## src/rtl/uart_tx_if.sv

```systemverilog
// uart_tx_if: core-side handshake, divisor control and serial status of the UART transmitter
interface uart_tx_if;
   logic [12:0] speed;
   logic        set_speed;
   logic [7:0]  tx_data;
   logic        tx_valid;
   logic        tx_ready;
   logic        tx;
   logic        tx_busy;
   logic        tx_done;
   modport master (
      output speed, set_speed, tx_data, tx_valid,
      input  tx_ready, tx, tx_busy, tx_done
   );
   modport slave (
      input  speed, set_speed, tx_data, tx_valid,
      output tx_ready, tx, tx_busy, tx_done
   );
endinterface

```

## src/rtl/uart_tx.sv

```systemverilog
// uart_tx: 8N1 UART transmitter with one-byte holding register; UART_TX_PARITY_EN adds a parity bit (8P1)
module uart_tx #(
   parameter logic [12:0] DEFAULT_SPEED = 13'h1869
`ifdef UART_TX_PARITY_EN
   , parameter bit PARITY_ODD = 1'b0
`endif
) (
   input logic      clk,
   input logic      reset,
   uart_tx_if.slave bus
);
   typedef enum logic [2:0] {IDLE, START, DATA, PARITY, STOP} state_t;
   state_t      state;
   logic [12:0] div, shadow, cnt;
   logic [7:0]  hold, shifter;
   logic [2:0]  bit_cnt;
   logic        hold_full, tx_q, done_q, last, load;
`ifdef UART_TX_PARITY_EN
   logic        par;
`endif
   assign last         = cnt == shadow;
   assign load         = hold_full && (state == IDLE || (state == STOP && last));
   assign bus.tx_ready = !hold_full;
   assign bus.tx       = tx_q;
   assign bus.tx_busy  = state != IDLE;
   assign bus.tx_done  = done_q;
   always_ff @(posedge clk) begin
      if (reset) begin
         state     <= IDLE;
         div       <= DEFAULT_SPEED;
         shadow    <= 13'd0;
         cnt       <= 13'd0;
         hold      <= 8'd0;
         shifter   <= 8'd0;
         bit_cnt   <= 3'd0;
         hold_full <= 1'b0;
         tx_q      <= 1'b1;
         done_q    <= 1'b0;
`ifdef UART_TX_PARITY_EN
         par       <= 1'b0;
`endif
      end else begin
         if (bus.set_speed) div <= bus.speed;
         if (load) hold_full <= 1'b0;
         else if (bus.tx_valid && !hold_full) begin
            hold      <= bus.tx_data;
            hold_full <= 1'b1;
         end
         done_q <= 1'b0;
         cnt    <= last ? 13'd0 : cnt + 13'd1;
         case (state)
            IDLE: begin
               tx_q <= 1'b1;
               cnt  <= 13'd0;
            end
            START: if (last) begin
               state   <= DATA;
               tx_q    <= shifter[0];
               bit_cnt <= 3'd0;
            end
            DATA: if (last) begin
               if (bit_cnt == 3'd7) begin
`ifdef UART_TX_PARITY_EN
                  state  <= PARITY;
                  tx_q   <= par;
`else
                  state  <= STOP;
                  tx_q   <= 1'b1;
                  done_q <= shadow == 13'd0;
`endif
               end else begin
                  bit_cnt <= bit_cnt + 3'd1;
                  shifter <= shifter >> 1;
                  tx_q    <= shifter[1];
               end
            end
`ifdef UART_TX_PARITY_EN
            PARITY: if (last) begin
               state  <= STOP;
               tx_q   <= 1'b1;
               done_q <= shadow == 13'd0;
            end
`endif
            // done is registered, so it is raised one cycle ahead of the final stop cycle
            STOP: if (last) state <= IDLE;
                  else done_q <= cnt + 13'd1 == shadow;
            default: state <= IDLE;
         endcase
         if (load) begin
            state   <= START;
            shifter <= hold;
            shadow  <= div;
            tx_q    <= 1'b0;
            cnt     <= 13'd0;
`ifdef UART_TX_PARITY_EN
            par     <= ^hold ^ PARITY_ODD;
`endif
         end
      end
   end
endmodule

```

## src/flat_wrapper.sv

```systemverilog
// flat-port wrapper written by rule: the top's interface ports become plain ports
module uart_tx_flat 
#(
   parameter logic [12:0] DEFAULT_SPEED = 13'h1869

)
  (clk, reset, bus_speed, bus_set_speed, bus_tx_data, bus_tx_valid, bus_tx_ready, bus_tx, bus_tx_busy, bus_tx_done);
  uart_tx_if bus_i ();
  input logic clk;
  input logic reset;
  input wire logic [$bits(bus_i.speed)-1:0] bus_speed;
  input wire logic [$bits(bus_i.set_speed)-1:0] bus_set_speed;
  input wire logic [$bits(bus_i.tx_data)-1:0] bus_tx_data;
  input wire logic [$bits(bus_i.tx_valid)-1:0] bus_tx_valid;
  output wire logic [$bits(bus_i.tx_ready)-1:0] bus_tx_ready;
  output wire logic [$bits(bus_i.tx)-1:0] bus_tx;
  output wire logic [$bits(bus_i.tx_busy)-1:0] bus_tx_busy;
  output wire logic [$bits(bus_i.tx_done)-1:0] bus_tx_done;
  assign bus_i.speed = bus_speed;
  assign bus_i.set_speed = bus_set_speed;
  assign bus_i.tx_data = bus_tx_data;
  assign bus_i.tx_valid = bus_tx_valid;
  assign bus_tx_ready = bus_i.tx_ready;
  assign bus_tx = bus_i.tx;
  assign bus_tx_busy = bus_i.tx_busy;
  assign bus_tx_done = bus_i.tx_done;
  uart_tx #(.DEFAULT_SPEED(DEFAULT_SPEED)) u_core (.clk(clk), .reset(reset), .bus(bus_i));
endmodule
```

## config.mk

```make
export PLATFORM = sky130hd
export DESIGN_NAME = uart_tx_flat
export DESIGN_NICKNAME = d
export VERILOG_FILES = /design/src/rtl/uart_tx_if.sv /design/src/rtl/uart_tx.sv /design/src/flat_wrapper.sv
export SDC_FILE = /design/constraint.sdc
export NUM_CORES = 1
export LEC_CHECK = 0
export ABC_AREA = 1
export BUFFER_PORTS_ARGS = -buffer_cell sky130_fd_sc_hd__buf_4
export CAP_MARGIN = 20
export CORE_MARGIN = 1
export CORE_UTILIZATION = 50
export CTS_BUF_LIST = sky130_fd_sc_hd__clkbuf_4
export CTS_CLUSTER_DIAMETER = 80
export CTS_CLUSTER_SIZE = 30
export DETAILED_ROUTE_END_ITERATION = 8
export GPL_TIMING_DRIVEN = 0
export PLACE_DENSITY = 0.8
export SYNTH_ARGS = -nofsm -noshare
export SYNTH_HDL_FRONTEND = slang
export SYNTH_SLANG_ARGS = --single-unit
```

## constraint.sdc

```tcl
create_clock -name clk -period 4.05 [get_ports clk]
set_clock_uncertainty 0.15 [all_clocks]
set_input_delay 0.2025 -clock clk [delete_from_list [all_inputs] [get_ports clk]]
set_output_delay 0.2025 -clock clk [all_outputs]
set_load 0.02 [all_outputs]
```

==> results of run 1 <==
metal layers:
layer | wire [um] | track usage | share of wire
met1 | 3160 | 0.302 | 0.45
met2 | 3370 | 0.404 | 0.48
met3 | 302 | 0.0491 | 0.043
met4 | 145 | 0.113 | 0.021
met5 | 0 | 0 | 0
worst max path at each step:
| stage | end | slack [ps] | from |
|---|---|---|---|
| 5_1_grt | u_core.bus.tx_done$_SDFF_PP0_ | 1800 | u_core.cnt[0]$_SDFF_PP0_ |
| 6_report | u_core.bus.tx_done$_SDFF_PP0_ | 1980 | u_core.cnt[0]$_SDFF_PP0_ |
| 3_5_place_dp | u_core.bus.tx_done$_SDFF_PP0_ | 2040 | u_core.cnt[0]$_SDFF_PP0_ |
| 3_3_place_gp | u_core.bus.tx_done$_SDFF_PP0_ | 2050 | u_core.cnt[0]$_SDFF_PP0_ |
| 4_1_cts | u_core.bus.tx_done$_SDFF_PP0_ | 2000 | u_core.cnt[0]$_SDFF_PP0_ |
| 2_1_floorplan | u_core.bus.tx_done$_SDFF_PP0_ | 2320 | u_core.cnt[0]$_SDFF_PP0_ |
flip-flops by register name, indices dropped and copies added (netlist names):
name                flops
u_core.hold_full        1
u_core.state            3
u_core.div             13
u_core.shadow          13
u_core.bit_cnt          3
u_core.bus.tx           1
u_core.shifter          8
u_core.hold             8
u_core.bus.tx_done      1
u_core.cnt             13
through the flow:
stage           util  cells  setup WS (ps)  cell area, um2
6_report       0.639    600           1980            3760
5_1_grt        0.639    600           1800            3760
4_1_cts        0.639    600           2000            3760
3_5_place_dp   0.568    556           2040            3350
3_3_place_gp   0.568    556           2050            3350
2_1_floorplan      -    453           2320            3040
power groups by stage:
stage	Combinational, mW	Sequential (mW)	Clock, mW
after global routing	0.305	0.705	0.470
after CTS	0.266	0.699	0.435
after detailed placement	0.242	0.713	0
after floorplan	0.176	0.708	0
final	0.270	0.700	0.427
after global placement	0.239	0.712	0
final cells by class:
type	count	area, um2	area share
buffer	13	61.3	0.0163
tap	75	93.8	0.0250
sequential	64	1280	0.341
clock buffer	10	75.1	0.0200
clock inverter	6	60.1	0.0160
multi-input combinational	319	1490	0.395
timing repair buffer	56	490	0.130
inverter	57	214	0.0569
cells in the mapped netlist:
library cell and instances:
buf_6 1, nor2_2 6, o31ai_1 1, a21oi_1 37, nand2_4 3, a211oi_1 1, o21ai_2 1, o21ai_1 5
nand2_1 128, nor2_1 54, ha_1 3, o21ai_0 29, nand4_1 6, inv_2 5, nor3_2 1, nor3_1 1
clkbuf_1 8, nand3_1 28, xnor2_1 2, dfxtp_1 64, nor4_1 2, nor3b_1 2, inv_1 52, nand2_2 1
nor2_4 1, or2_0 1, buf_2 4, xor2_1 6
kinds of logic (layout without fill, tap and decap cells):
group,Yosys count,after routing,synth area share
buffers and inverters,70,142,0.0905
flip-flops,64,64,0.421
adder cells (fa/ha/maj),3,3,0.0123
XOR/XNOR,8,8,0.0230
AND/OR/NAND/NOR,234,234,0.328
AO/OA/AOI/OAI,74,74,0.125
worst min-delay path: cells and delay by family:
family / cells / cell delay, ps
buffers and inverters: 2 / 160
and+or+nand+nor: 2 / 270
==> run_results.csv, run 1 <==
group,metric,value,unit
outcome,outcome,"complete, no violations",
global_route,antenna_found_initial,0,
synth,yosys.area.top_type,"dfxtp_1",
floorplan,initial_core_util,0.517,
sta,rsz0062_at_grt,"false",
global_route,grt_pass1_wl,11900,um
routing,vias,3031,
clock_network,cts_tree,"yes",
sta,fin_crit,2070,ps
cells_and_area,final_cell_mix,"nand2_1 (128), dfxtp_1 (64), nor2_1 (54)",
floorplan,chipHeight,80.0,um
synth,ys_seq_elements,64,
clock_network,postCtsResizedCells,0,
worst_setup_path,timing.rr.end,"u_core.bus.tx_done$_SDFF_PP0_",
pwr,power,1.40,mW
sta,whs,98.1,ps
cells_and_area,nets,548,
routing,routedWlPerCell,11.6,um
min_path,min_path_type,"in2reg",
worst_setup_path,path_depth,11,
clock_network,root_buffer,"clkbuf_4",
routing,drc,0,
sta,slew_violations,0,
pwr,seqPwrFrac,0.501,
worst_setup_path,slowest_delay,420,ps
global_route,grt_pass1_vias,2722,
sta,worst_slew_pin_slew,494,ps
cells_and_area,drive_gt1_frac,0.126,
place,io_buffer_count,28,
min_path,hold_end,"u_core.cnt[4]$_SDFF_PP0_",
worst_setup_path,worstPathCellList,"ha_1 > nand2_1 > nor2_2 > nand3_1 > nand2_1 > nand2_1 > nor2_1 > nand3_1 > nor2_1 > nand3_1 > a21oi_1",
synth,synth_cell_types,28,
routing,routed_wl,6980,um
synth,syn_inst,453,
pwr,power_frac_comb,0.193,
worst_setup_path,cp.required,4240,ps
sta,hold_viol,0,
cells_and_area,diodes,0,
clock_network,insertion_delay,420,ps
worst_setup_path,crit_path_start_kind,"flip-flop",
pwr,sw_frac_of_total,0.301,
sta,final-setup-viol-count,0,
worst_setup_path,reg2reg_from,"u_core.cnt[0]$_SDFF_PP0_",
clock_network,cts_sinks,64,
flow_run,cap_viol_max_count,0,
synth,yosysWarnings,0,
worst_setup_path,reg2reg_depth,11,
cells_and_area,fill_cells,499,
pwr,p_int,976,uW
sta,fin_setup_tns,0,ps
routing,first_iter_violations,189,
synth,netlist_area,3040,um2
floorplan,fp.dieW,80.0,um
worst_setup_path,path_buf_inv,0,
global_route,grt_use_total,0.244,
routing,routed_via_density,5.05,
floorplan,num_rows,28,
routing,dr.pass1.iters,5,
worst_setup_path,critPathTopFamily,"simple AND/OR/NAND/NOR gates",
pwr,ir_drop,323,uV
pwr,p_leak,1.71,nW
cells_and_area,syn_to_final_growth,23.7,%
global_route,overflow,0,
worst_setup_path,r2r_slack,1980,ps
clock_network,postCtsSetupBuffers,0,
clock_network,clkTransAtPathRegs,120,ps
synth,synthesis.area_per_instance,6.71,um2
worst_setup_path,worstSetupEndpointType,"flip-flop",
place,dp_hpwl,4790,um
floorplan,dieArea,6400,um2
clock_network,clock_path_buffers,2,
worst_setup_path,arrival,2260,ps
synth,ys_seq_area_frac,0.421,
worst_setup_path,cpMaxStageDelayCell,"dfxtp_1",
routing,antenna_left,0,
min_path,hp-start,"reset",
place,globalplace.congestion,0.910,
pwr,power_density,371,nW/um2
sta,fmax,483,MHz
synth,synth_top_area_frac,0.421,
cells_and_area,layout_commonest_cell,"nand2_1",
floorplan,core-area,5890,um2
synth,ys_top_cells_by_area,"dfxtp_1 (42%), nand2_1 (16%), nor2_1 (6.7%)",
synth,synth_nets,481,
global_route,grt_max_degree,12,
clock_network,h-tree-depth,3,
floorplan,io_pins,29,
pwr,switching_power,420,uW
worst_setup_path,cp_max_fo,7,
sta,period_share,0.511,
worst_setup_path,crit_type,"reg2reg",
clock_network,numCtsBuffers,9,
pwr,pwr-share-clk,0.306,
clock_network,ctsHoldBuffers,28,
min_path,hold_path_depth,4,
sta,relSlewSlack,0.671,
(Power assumes the default switching activity.)
==> run 2, diff against run 1 <==
Settings changed: PLACE_DENSITY 0.8 to 0.83.
Clock period 4.05 ns to 1.7 ns, I/O delays scaled along.
==> run 2 against run 1 <==
  * The flow now finishes with violations (design-rule violations, negative setup slack)
  * Sequential power grew 140%
  * Core utilization grew 11 points
  * Non-clock buffer count grew 20
  * Clock power grew to 2.5 times the previous value
  * Sequential share of layout area shrank 4.1 points
  * Maximum frequency shrank 3.9%
  * Worst setup slack lost 2400 ps
  * Worst hold slack gained 17 ps
  * First-iteration DRC count grew to 3.9 times the previous value
  * Via count grew 27%
  * Final cell count grew 3.8%
  * Die area is the same
  * Critical path type unchanged
  * Critical endpoint is now u_core.shadow[7]$_SDFFE_PP0N_
==> run_results.csv, run 2 (synthesized netlist as in run 1, its figures left out) <==
group,metric,value,unit
worst_setup_path,slowest_delay,460,ps
global_route,antenna_found_initial,0,
clock_network,cts_tree,"yes",
routing,routed_wl,12100,um
worst_setup_path,cp.required,1900,ps
cells_and_area,nets,571,
floorplan,io_pins,29,
sta,slew_violations,0,
sta,fin_crit,2150,ps
pwr,ir_drop,913,uV
sta,whs,115,ps
worst_setup_path,worstSetupEndpointType,"flip-flop",
global_route,grt_use_total,0.284,
worst_setup_path,crit_top_cell,"nand2_4",
pwr,pwr-share-clk,0.284,
pwr,seqPwrFrac,0.449,
pwr,p_leak,1.94,nW
global_route,grt_max_degree,11,
cells_and_area,multiInputGateArea,1840,um2
clock_network,clkTransAtPathRegs,120,ps
routing,dr.pass1.iters,9,
worst_setup_path,reg2reg_from,"u_core.cnt[12]$_SDFF_PP0_",
cells_and_area,instances_no_fill,623,
worst_setup_path,crit_type,"reg2reg",
clock_network,clock_path_buffers,2,
routing,vias,3835,
clock_network,numCtsBuffers,9,
sta,worst_slew_pin_slew,776,ps
worst_setup_path,crit_path_start_kind,"flip-flop",
sta,rsz0062_at_grt,"true",
cells_and_area,fill_cells,333,
cells_and_area,top_regs,"u_core.cnt: 13 flops, u_core.div: 13 flops, u_core.shadow: 13 flops",
routing,routed_via_density,6.16,
global_route,overflow,0,
routing,drc,2,
sta,period_share,1.27,
worst_setup_path,cpMaxStageDelayCell,"dfxtp_1",
min_path,hp-start,"reset",
clock_network,h-tree-depth,3,
cells_and_area,drive_gt1_frac,0.318,
worst_setup_path,cp_max_fo,5,
pwr,power_density,862,nW/um2
worst_setup_path,arrival,2350,ps
global_route,grt_pass1_vias,3065,
min_path,min_path_type,"in2reg",
pwr,p_int,2.48,mW
outcome,outcome,"finished with violations",
place,dp_hpwl,5200,um
floorplan,fp.dieW,80.0,um
worst_setup_path,path_buf_inv,3,
clock_network,cts_sinks,64,
pwr,power_frac_comb,0.267,
pwr,sw_frac_of_total,0.345,
outcome,violations,"design-rule violations, negative setup slack",
worst_setup_path,worstPathCellList,"inv_1 > nand2_1 > nand4_1 > nor2_4 > nand2_4 > nand2_4 > buf_12 > nand2_4 > clkbuf_16 > a21oi_2",
cells_and_area,layout_commonest_cell,"nand2_1",
floorplan,core-area,5890,um2
floorplan,dieArea,6400,um2
worst_setup_path,crit_start,"u_core.cnt[12]$_SDFF_PP0_",
sta,relSlewSlack,0.483,
clock_network,root_buffer,"clkbuf_4",
place,place_inst,556,
floorplan,initial_core_util,0.517,
floorplan,num_rows,28,
cells_and_area,syn_to_final_growth,44.6,%
sta,fmax,464,MHz
routing,routedWlPerCell,19.4,um
clock_network,insertion_delay,430,ps
routing,first_iter_violations,740,
routing,antenna_left,0,
worst_setup_path,critPathTopFamily,"simple AND/OR/NAND/NOR gates",
cells_and_area,diodes,0,
flow_run,cap_viol_max_count,0,
pwr,switching_power,1.31,mW
place,place_ws,-259,ps
global_route,grt_pass1_wl,13800,um
sta,final-setup-viol-count,42,
cells_and_area,regArea,1320,um2
sta,worst_slack,-454,ps
place,globalplace.congestion,0.882,
sta,hold_viol,0,
floorplan,chipHeight,80.0,um
place,io_buffer_count,28,
cells_and_area,final_cell_mix,"nand2_1 (109), nor2_1 (49), inv_1 (47)",
[run 2: path summary, 6_finish.rpt]
path / to / slack, ps / depth (start not counted)
setup / recovery: u_core.shadow[7]$_SDFFE_PP0N_ / -450 / 10
setup reg to reg: u_core.shadow[7]$_SDFFE_PP0N_ / -450 / 10
hold / removal: u_core.shifter[2]$_SDFFE_PP0P_ / 110 / 3
hold reg to reg: u_core.bit_cnt[2]$_SDFFE_PP0P_ / 340 / 2
[run 2: what timing repair did]
| action | CTS | global route |
|---|---|---|
| hold endpoints to repair | 25 | 0 |
| cloned | 1 | 5 |
| buffers inserted | 4 | 14 |
| setup endpoints to repair | 41 | 41 |
| gates resized for setup | 54 | 87 |
| hold buffers | 27 | 0 |
| pin swaps | 4 | 36 |
[run 2: through the flow]
stage	area (um2)	utilization	total power, mW	TNS (ps)
finish	4400	0.747	3.79	-11890
global route	4400	0.747	3.87	-12950
CTS	3930	0.667	3.37	-2000
detailed placement	3350	0.569	2.29	-5280
global placement	3350	0.569	2.27	-3040
floorplan	3050	-	2.11	0
[run 2: cell type report]
| cell class | count | area share |
|---|---|---|
| Clock inverter | 5 | 0.0108 |
| Inverter | 57 | 0.0515 |
| Buffer | 13 | 0.0213 |
| Tap cell | 75 | 0.0213 |
| Timing Repair Buffer | 76 | 0.158 |
| Clock buffer | 11 | 0.0188 |
| Sequential cell | 64 | 0.300 |
| Multi-Input combinational cell | 322 | 0.418 |
[run 2: power groups by stage]
stage	Clock, mW	Sequential (mW)	Combinational, mW
2_1_floorplan	0	1.69	0.420
3_3_place_gp	0	1.70	0.568
3_5_place_dp	0	1.70	0.586
4_1_cts	1.02	1.67	0.685
5_1_grt	1.11	1.71	1.06
6_report	1.07	1.70	1.01
[run 2: per-layer routing]
layer	vias to the layer above	wire length (um)	track usage	share of wire
li1	1619	-	-	-
met1	1705	4190	0.329	0.35
met2	391	5630	0.479	0.47
met3	120	1340	0.0754	0.11
met4	0	930	0.148	0.077
met5	-	0	0	0
[run 2: worst reg2reg max path: cells and delay by family (launching register included)]
kind	cells	cell delay (ps)
buffers and inverters	3	430
DFF	1	460
and+or+nand+nor	6	870
AOI/OAI and AO/OA	1	180
==> run 3, diff against run 2 <==
Settings changed: CORE_ASPECT_RATIO set to 1.25.
==> run 3 against run 2 <==
  * The run ends with negative setup slack left
  * Non-clock buffer count increased by 7
  * Sequential cell count unchanged
  * Clock power about the same
  * Combinational power decreased by 11%
  * Sequential share of layout area increased by 0.53 points
  * Maximum frequency increased by 9.1%
  * Via count decreased by 8.8%
  * Wire length decreased by 18%
  * Worst hold slack got worse by 18 ps
  * Global-route usage increased by 0.62 points
  * Critical endpoint is now u_core.shifter[5]$_SDFFE_PP0P_
==> run_results.csv, run 3 (synthesized netlist as in run 1, its figures left out) <==
group,metric,value,unit
cells_and_area,final_core_util,0.743,
clock_network,numCtsBuffers,9,
floorplan,num_rows,31,
cells_and_area,layout_commonest_cell,"nand2_1",
worst_setup_path,cp_max_fo,7,
sta,rsz0062_at_grt,"true",
cells_and_area,top_regs,"u_core.cnt: 13 flops, u_core.div: 13 flops, u_core.shadow: 13 flops",
routing,routed_wl,9880,um
floorplan,chipHeight,89.2,um
place,globalplace.congestion,0.947,
clock_network,root_buffer,"clkbuf_4",
floorplan,io_pins,29,
pwr,sw_frac_of_total,0.330,
sta,final-setup-viol-count,40,
floorplan,fp.dieW,71.8,um
routing,vias,3496,
sta,whs,96.7,ps
min_path,min_path_type,"in2reg",
outcome,violations,"negative setup slack",
cells_and_area,drive_gt1_frac,0.321,
cells_and_area,final_cell_mix,"nand2_1 (107), buf_4 (53), nor2_1 (48)",
routing,dr.pass1.iters,5,
worst_setup_path,crit_path_start_kind,"flip-flop",
cells_and_area,syn_to_final_growth,42.1,%
min_path,hold_path_depth,5,
sta,worst_slack,-275,ps
sta,fin_setup_tns,-4350,ps
routing,routedWlPerCell,15.9,um
sta,slew_violations,0,
global_route,antenna_found_initial,0,
routing,routed_via_density,5.64,
floorplan,core-area,5820,um2
pwr,switching_power,1.20,mW
clock_network,insertion_delay,430,ps
place,place_inst,547,
routing,antenna_left,0,
cells_and_area,instances_no_fill,620,
worst_setup_path,arrival,2180,ps
pwr,ir_drop,681,uV
sta,worst_slew_pin_slew,685,ps
outcome,outcome,"finished with violations",
clock_network,clock_path_buffers,2,
pwr,pwr-share-clk,0.289,
clock_network,cts_sinks,64,
sta,period_share,1.16,
flow_run,cap_viol_max_count,0,
place,dp_hpwl,5310,um
routing,first_iter_violations,408,
sta,fmax,506,MHz
sta,hold_viol,0,
worst_setup_path,cp.required,1900,ps
clock_network,clkTransAtPathRegs,120,ps
pwr,power_frac_comb,0.248,
cells_and_area,stdcell_area,4320,um2
global_route,grt_max_degree,12,
worst_setup_path,crit_type,"reg2reg",
worst_setup_path,reg2reg_depth,13,
floorplan,initial_core_util,0.523,
floorplan,dieArea,6400,um2
worst_setup_path,crit_top_cell,"nand2_1",
sta,relSlewSlack,0.543,
place,dpl_cell_area,3340,um2
cells_and_area,diodes,0,
place,place_ws,-236,ps
worst_setup_path,worstPathCellList,"inv_4 > nand2_2 > nand2_2 > nor2_2 > nand2_1 > nor2_2 > nand2_4 > nand2_4 > nand2_8 > buf_8 > nand2_1 > nand2_1 > a21oi_1",
place,io_buffer_count,28,
pwr,power_density,843,nW/um2
global_route,overflow,0,
global_route,grt_use_total,0.291,
clock_network,h-tree-depth,3,
pwr,p_int,2.44,mW
worst_setup_path,cpMaxStageDelayCell,"dfxtp_4",
worst_setup_path,slowest_delay,400,ps
cells_and_area,fill_cells,335,
worst_setup_path,worstSetupEndpointType,"flip-flop",
pwr,p_leak,1.91,nW
sta,fin_crit,1970,ps
clock_network,cts_tree,"yes",
pwr,power,3.64,mW
global_route,grt_pass1_wl,14300,um
routing,drc,0,
global_route,grt_pass1_vias,3163,
cells_and_area,nets,577,
pwr,seqPwrFrac,0.463,
-- run 3: cell types whose count changed in the layout (fill, tap and decap cells not counted), moves of 3 or more --
| cell | previous run | this run |
|---|---|---|
| inv_1 | 47 | 43 |
| a21oi_1 | 24 | 30 |
| inv_2 | 6 | 11 |
| a21oi_2 | 13 | 7 |
| o21ai_2 | 12 | 15 |
| dfxtp_2 | 15 | 12 |
| buf_4 | 44 | 53 |
| nand2_2 | 14 | 17 |
-- run 3: critical path: cells and delay by family (launching register included) --
kind | cells | cell delay, ps
buf+inv | 2 | 220
compound gates | 1 | 190
flops | 1 | 400
simple gates | 10 | 930
-- run 3: power by group through the flow --
stage | combinational, mW | sequential (mW) | clock [mW]
floorplan | 0.420 | 1.69 | 0
global placement | 0.570 | 1.70 | 0
detailed placement | 0.584 | 1.70 | 0
CTS | 0.773 | 1.67 | 1.03
global route | 0.969 | 1.70 | 1.11
finish | 0.902 | 1.69 | 1.05
-- run 3: final cells by class --
| class | instances | area [um2] | share of cell area |
|---|---|---|---|
| plain buffers | 13 | 86.3 | 0.0200 |
| multi-input cells | 321 | 1760 | 0.408 |
| flip-flops and latches | 64 | 1320 | 0.305 |
| clock buffers | 10 | 75.1 | 0.0174 |
| clock inverters | 6 | 60.1 | 0.0139 |
| repair buffers | 83 | 713 | 0.165 |
| inverters | 57 | 221 | 0.0512 |
| well taps | 66 | 82.6 | 0.0191 |
-- run 3: worst paths after layout --
check        slack [ps]                     start                        endpoint
min                 100                     reset  u_core.shifter[0]$_SDFFE_PP0P_
min reg2reg         320  u_core.cnt[0]$_SDFF_PP0_        u_core.cnt[0]$_SDFF_PP0_
max reg2reg        -270  u_core.cnt[8]$_SDFF_PP0_  u_core.shifter[5]$_SDFFE_PP0P_
max                -270  u_core.cnt[8]$_SDFF_PP0_  u_core.shifter[5]$_SDFFE_PP0P_
-- run 3: routing by layer --
layer  part of all wire  vias up  GRT usage  wire length [um]
met5                  0        -          0                 0
met4              0.044        0      0.144               435
met3              0.069       56     0.0676               681
met2               0.51      207      0.528              5080
met1               0.37     1601      0.318              3680
li1                   -     1632          -                 -
-- run 3: repair_timing --
item / CTS / global route
endpoints found under the setup margin: 41 / 42
setup buffers: 19 / 7
pin swaps: 12 / 21
hold buffers: 27 / 0
endpoints found under the hold margin: 25 / 0
cloned: 4 / 0
resized for setup: 91 / 41
